===== src/rtl/barrel_shift_pipe.sv =====
// Pipelined barrel shifter: one registered mux level per shift-amount bit.
// Supports LSL/LSR/ASR/ROL/ROR/PASS with carry-out and zero flag.
module barrel_shift_pipe #(
    parameter int WIDTH = 16,
    localparam int SHW = $clog2(WIDTH)
) (
    input  logic             clk,
    input  logic             rst_n,
    input  logic             in_valid,
    output logic             in_ready,
    input  logic [WIDTH-1:0] in_data,
    input  logic [SHW-1:0]   in_amt,
    input  logic [2:0]       in_mode,
    output logic             out_valid,
    input  logic             out_ready,
    output logic [WIDTH-1:0] out_data,
    output logic             out_carry,
    output logic             out_zero
);

    localparam logic [2:0] M_LSL = 3'd0;
    localparam logic [2:0] M_LSR = 3'd1;
    localparam logic [2:0] M_ASR = 3'd2;
    localparam logic [2:0] M_ROL = 3'd3;
    localparam logic [2:0] M_ROR = 3'd4;
    localparam logic [WIDTH-1:0] ONE = {{(WIDTH-1){1'b0}}, 1'b1};

    // One mux level: shift/rotate by s when en, returns {carry, data}.
    function automatic logic [WIDTH:0] lvl(
        input logic [WIDTH-1:0] d,
        input logic [2:0]       m,
        input logic             sg,
        input logic             c,
        input logic             en,
        input int               s
    );
        logic [WIDTH-1:0] r;
        logic             co;
        r  = d;
        co = c;
        if (en) begin
            case (m)
                M_LSL: begin
                    r  = d << s;
                    co = |(d & (ONE << (WIDTH - s)));
                end
                M_LSR: begin
                    r  = d >> s;
                    co = |(d & (ONE << (s - 1)));
                end
                M_ASR: begin
                    r  = (d >> s) | ({WIDTH{sg}} & ~({WIDTH{1'b1}} >> s));
                    co = |(d & (ONE << (s - 1)));
                end
                M_ROL: begin
                    r  = (d << s) | (d >> (WIDTH - s));
                    co = r[0];
                end
                M_ROR: begin
                    r  = (d >> s) | (d << (WIDTH - s));
                    co = r[WIDTH-1];
                end
                default: begin
                    r  = d;
                    co = c;
                end
            endcase
        end
        return {co, r};
    endfunction

    logic [WIDTH-1:0] sd [SHW];
    logic [SHW-1:0]   sa [SHW];
    logic [2:0]       sm [SHW];
    logic             ss [SHW];
    logic             sc [SHW];
    logic             sv [SHW];
    logic [WIDTH:0]   nx [SHW];

    logic [WIDTH-1:0] rd [SHW];
    logic [SHW-1:0]   ra [SHW];
    logic [2:0]       rm [SHW];
    logic             rs [SHW];
    logic             rc [SHW];
    logic             rv [SHW];
    logic             rz;
    logic             stall;

    assign stall     = rv[SHW-1] && !out_ready;
    assign in_ready  = !stall;
    assign out_valid = rv[SHW-1];
    assign out_data  = rd[SHW-1];
    assign out_carry = rc[SHW-1];
    assign out_zero  = rz;

    for (genvar k = 0; k < SHW; k++) begin : g_lvl
        if (k == 0) begin : g_head
            assign sd[k] = in_data;
            assign sa[k] = in_amt;
            assign sm[k] = in_mode;
            assign ss[k] = in_data[WIDTH-1];
            assign sc[k] = 1'b0;
            assign sv[k] = in_valid;
        end else begin : g_link
            assign sd[k] = rd[k-1];
            assign sa[k] = ra[k-1];
            assign sm[k] = rm[k-1];
            assign ss[k] = rs[k-1];
            assign sc[k] = rc[k-1];
            assign sv[k] = rv[k-1];
        end

        assign nx[k] = lvl(sd[k], sm[k], ss[k], sc[k], sa[k][k], 1 << k);

        always_ff @(posedge clk or negedge rst_n) begin
            if (!rst_n) begin
                rd[k] <= '0;
                ra[k] <= '0;
                rm[k] <= '0;
                rs[k] <= 1'b0;
                rc[k] <= 1'b0;
                rv[k] <= 1'b0;
            end else if (!stall) begin
                rd[k] <= nx[k][WIDTH-1:0];
                ra[k] <= sa[k];
                rm[k] <= sm[k];
                rs[k] <= ss[k];
                rc[k] <= nx[k][WIDTH];
                rv[k] <= sv[k];
            end
        end
    end

    // Zero flag is registered alongside the final data so it resets to 0.
    always_ff @(posedge clk or negedge rst_n) begin
        if (!rst_n) begin
            rz <= 1'b0;
        end else if (!stall) begin
            rz <= ~|nx[SHW-1][WIDTH-1:0];
        end
    end

endmodule

===== config.mk =====
export PLATFORM = sky130hd
export DESIGN_NAME = barrel_shift_pipe
export DESIGN_NICKNAME = d
export VERILOG_FILES = /design/src/rtl/barrel_shift_pipe.sv
export SDC_FILE = /design/constraint.sdc
export NUM_CORES = 1
export LEC_CHECK = 0
export ABC_AREA = 1
export BUFFER_PORTS_ARGS = -buffer_cell sky130_fd_sc_hd__buf_4
export CAP_MARGIN = 10
export CORE_MARGIN = 3
export CORE_UTILIZATION = 45
export DETAILED_ROUTE_END_ITERATION = 10
export GPL_ROUTABILITY_DRIVEN = 0
export PLACE_DENSITY = 0.72
export SYNTH_ARGS = -nofsm -noshare
export SYNTH_HDL_FRONTEND = slang
export SYNTH_SLANG_ARGS = --single-unit

===== constraint.sdc =====
create_clock -name clk -period 3.7 [get_ports clk]
set_input_delay 0.74 -clock clk [delete_from_list [all_inputs] [get_ports clk]]
set_output_delay 0.74 -clock clk [all_outputs]
set_load 0.03 [all_outputs]

### Word-level counts from Yosys, hierarchy flattened

Cells that the tools add are included.

| storage, ports and cells | value |
|---|---|
| register bits | 97 |
| input port bits | 27 |
| output and inout bits | 20 |
| word-level logic and storage cells | 79 |

| cells by class | value |
|---|---|
| eq/ne operators | 16 |
| multiplexer cells | 16 |
| bitwise logic cells | 11 |
| reduce and logical (&&, ||, !) cells | 14 |

Operator list:

| operator | number |
|---|---|
| $pmux 16 s5 | 3 |
| $mux 16 | 4 |
| $pmux 16 s4 | 1 |
| $or 12x16->16 | 2 |
| $or 14x16->16 | 2 |
| $or 15x16->16 | 2 |
| $or 8x16->16 | 2 |
| $eq 3x2->1 const B | 8 |
| $or 16x1->16 | 1 |
| $or 16x2->16 | 1 |
| $or 16x4->16 | 1 |
| $pmux 1 s4 | 4 |
| $reduce_or 16->1 | 1 |
| $eq 3x1->1 const B | 4 |
| $eq 3x3->1 const B | 4 |
| $logic_not 3->1 | 4 |
| $reduce_or 2->1 | 5 |
| $mux 1 | 4 |
| $logic_not 1->1 | 3 |
| $logic_and 1x1->1 | 1 |

### Logic depth before layout (Yosys ltp)

| depth | value |
|---|---|
| word-level depth | 6 |
| depth in mapped cells | 11 |
| gate-level depth less buffers | 11 |

### Worst setup path before layout

No wires, ideal clock.

| timing | value |
|---|---|
| path kind | in2out |
| start point | input port out_ready |
| end point | output port in_ready |
| arrival time | 1.404 ns |
| data required time | 2.960 ns |
| slack | 1.556 ns |
| stages | 3 |
| path through | nor2_2 inv_2 clkbuf_1 |

| between the ends | value |
|---|---|
| word-level cells in the longest chain between the ends | 3 |

Ends and longest elaborated chain:

| item | RTL line | RTL |
|---|---|---|
| start: declaration | 15 | `input logic out_ready,` |
| $logic_not 1->1 | 89 | `assign stall = rv[SHW-1] && !out_ready;` |
| $logic_and 1x1->1 | 89 |  |
| $logic_not 1->1 | -- |  |
| end: declaration | 10 | `output logic in_ready,` |

No other way between the ends.

### Final worst setup path

| timing | value |
|---|---|
| start point | register rm[10] (netlist bit) |
| end point | register rd[33] (netlist bit) |

| between the ends | value |
|---|---|
| word-level cells in the longest chain between the ends | 3 |
| elaborated cells on any way between the ends | 7 |

Ends and longest elaborated chain:

| item | RTL line | RTL |
|---|---|---|
| start: declaration | 82 | `logic [2:0] rm [SHW];` |
| start signal: indexed assignment | 126 | `rm[k] <= sm[k];` |
| $eq 3x3->1, or another cell as far along | 42 | `case (m)` |
| $pmux 16 s5 * | 42 |  |
| $mux 16 * | 41 | `if (en) begin` |
| end signal: indexed assignment | 124 | `rd[k] <= nx[k][WIDTH-1:0];` |
| end: declaration | 80 | `logic [WIDTH-1:0] rd [SHW];` |

Every way passes the cells marked *; elsewhere a longest branch is shown, timed or not.
A chain may end at the register's enable or synchronous reset.

==> metrics <==
post-synthesis async set-or-reset flop share=between 90% and 100%; via/cell ratio=5.478; Slew headroom=about 25%; DP Worst Slack=around 1.4 ns; DR vias=4508; slowest stage delay, CP=between 0.5 and 0.6 ns; Setup crit end kind=flop; TritonCTS Buffers=9; crit-path cells=nor2_1, nor2_1, inv_1, nand2_1, inv_1, o21ai_0, a21oi_1, o22ai_1; total die area=0.01259 mm²; H-Tree Depth=3; delay-heaviest family, CP=buffers and inverters; Post-DRT Antenna Nets=0; Layout Nets=705; first-pass GRT wire length=20820 µm; # clock sinks=approximately 90; Netlist cell types=32; DR iter-0 viols=around 340; Worst-path clk slew=around 0.060 ns; RSZ-0062 raised after global routing=false; slack of the critical path=about 1.5 ns; kind of critical path=reg2reg; TNS Setup=0 ns; EDFF count, synth=0; top_reg_cell synth=dfrtp_1; leakage power=0.002797 µW; Max stage delay cell, worst path=inv_1; Syn Inst Count=roughly 670; I/O pin cnt=between 40 and 50; Hold Fails Final Rpt=0; largest net degree at the start of global routing=~120; Hold WS=0.3485 ns; Setup violations, final=0; Comb power frac=between 40% and 50%; Worst VDD drop=0.4140 mV; Post-Synthesis Cell Area=roughly 0.0051 mm²; syn_nets=692; total grt overflow=0; Post-Layout Cell Count=approximately 820; IO buf count=46; Slew Limit Fails=0; Seq cells post-synth=91; worst endpoint data arrival time=roughly 2.4 ns; fmax=~460 MHz; Sw Pwr=2356 µW; total track usage=around 20%; Diodes inserted=0; Seq pwr share=33.3%; clock power share=a little under a fifth; Syn-to-layout area delta=11.09%; max cap viols=0; Critical Path RT=3.91 ns; leading area contributor after synthesis=dfrtp_1; Worst-Skew Late Latency=between 0.3 and 0.4 ns; core region area=0.01094 mm²; P_int=roughly 2800 µW; clock skew=~0.0075 ns; top cells by area, synth=dfrtp_1 45%, nand2_1 16%, o221ai_1 7.1%; Post-DP Area=0.005335 mm²; HPWL Detailed=8478 µm; Starting Density=a little under half; setup bufs post-CTS=0; vias in the first global route=4369; worst-margin pin slew=~1.1 ns; Critical Path Start Type=flop; row count=38; clk buf depth=2; register area share after synthesis=between 40 and 50%; Worst Path Max Fanout=20; initial antenna violation count=0; hold buffers post-CTS=0; P per Cell Area=908.2 mW/mm²; Finished Cell Area=0.005639 mm²; status=complete, no violations; synth warn=0; Avg WL per Cell=14.81 µm; Routed Wire Length=around 12000 µm; total iterations of the first detailed-routing run=7; share of layout cells above drive strength 1=between 10 and 15%; cells on worst reg2reg path=8; root buf cell=clkbuf_16; average size of a mapped cell=between 7 and 8 µm²; CTS tree=yes; switching share of power=between 40% and 50%; period utilization=between 50% and 60%; area share of the largest cell type after synthesis=between 40% and 50%; die width=112.2 µm; CP bufs+invs=2; Hold Crit Class=in2async; minimum clock period=~2.2 ns; Die Y=112.2 µm; CP Depth=8; post-CTS resize count=0; placed insts=807; drc violations=0
==> cell type report <==
class,count,area [µm²]
Fill cell,1058,5296
Sequential cell,91,2277
Multi-Input combinational cell,436,2170
Timing Repair Buffer,50,375.4
Inverter,90,337.8
Clock buffer,10,239.0
Tap cell,140,175.2
Clock inverter,6,65.06
==> power by group through the flow <==
stage / logic, µW / registers [µW] / clock network (µW)
after CTS: 2470 / 1700 / 954
after global routing: 2820 / 1760 / 992
final: 2480 / 1700 / 935
after floorplan: 1990 / 1670 / 0
after global placement: 2390 / 1700 / 0
after detailed placement: 2460 / 1720 / 0
==> state kept, by name, summed over array words and instances, names as in the netlist <==
signal	cells
rd	48
out_data	16
rm	9
ra	6
rc	3
rs	3
rv	3
out_carry	1
out_valid	1
out_zero	1
==> path summary, 6_finish.rpt <==
check / start / to / slack (ns)
setup / recovery: rm[10] / rd[33] / 1.51
hold / removal: rst_n / out_data[13] / 0.35
setup reg to reg: rm[10] / rd[33] / 1.51
hold reg to reg: rv[1] / out_valid / 0.47
max in group asynchronous: rst_n / rd[40] / 2.58
min in group clk: rv[1] / out_valid / 0.47
==> cells by family (layout without fill, tap and decap cells) <==
logic type	count (synthesis)	in the layout	synth area share (%)
AOI/OAI and AO/OA	176	176	21.40
buffers and inverters	138	156	12.50
DFF	91	91	44.86
and+or+nand+nor	260	260	21.25
==> synthesized netlist by cell type, types with 2 or more instances <==
master    count
nor2_2        2
nor2_1       16
nor2_4        4
inv_2         5
o21ai_0      59
o221ai_1     41
o21ai_1      10
dfrtp_1      91
o22ai_1       5
nand2_1     219
inv_1        85
nand3_1       7
buf_2        10
nand2_4       3
clkbuf_1     15
a21oi_1      48
o211ai_1      7
nand2_2       3
nor3_1        3
buf_4        20
==> routing by layer <==
metal	vias to the layer above	wire [µm]	track usage (%)
li1	2192	-	-
met1	2117	5283	26.13
met2	163	5871	32.62
met3	36	596	2.803
met4	0	433	10.10
met5	-	0	0
==> cell usage in the layout, fill, tap and decap left out <==
cell type   count
a21oi_4         1
nand2_1       219
nand3_2         1
dfrtp_1        91
a21oi_2         1
o221ai_1       41
nor2_2          1
nor2_1         16
inv_1          85
nor2_4          5
nand4_1         1
clkbuf_16       9
a21oi_1        48
nand2_4         3
nand2_2         3
o21ai_2         1
buf_4          50
o21ai_1        10
clkinvlp_4      1
nand3_1         7
o2111ai_1       1
bufinv_16       1
nor3_1          3
o22ai_1         5
o21bai_1        1
o21ai_0        59
o211ai_1        7
clkinv_2        2
clkinv_4        2
a211oi_1        1
nand2_8         1
inv_2           5
clkbuf_8        1
==> metrics by stage <==
step | util (%) | power [µW]
final | 51.57 | 5122
after global routing | 51.57 | 5576
after CTS | 51.57 | 5127
after detailed placement | 48.79 | 4175
after global placement | 48.79 | 4099
after floorplan | - | 3657
Note: power is estimated with default switching activity, not from simulation.
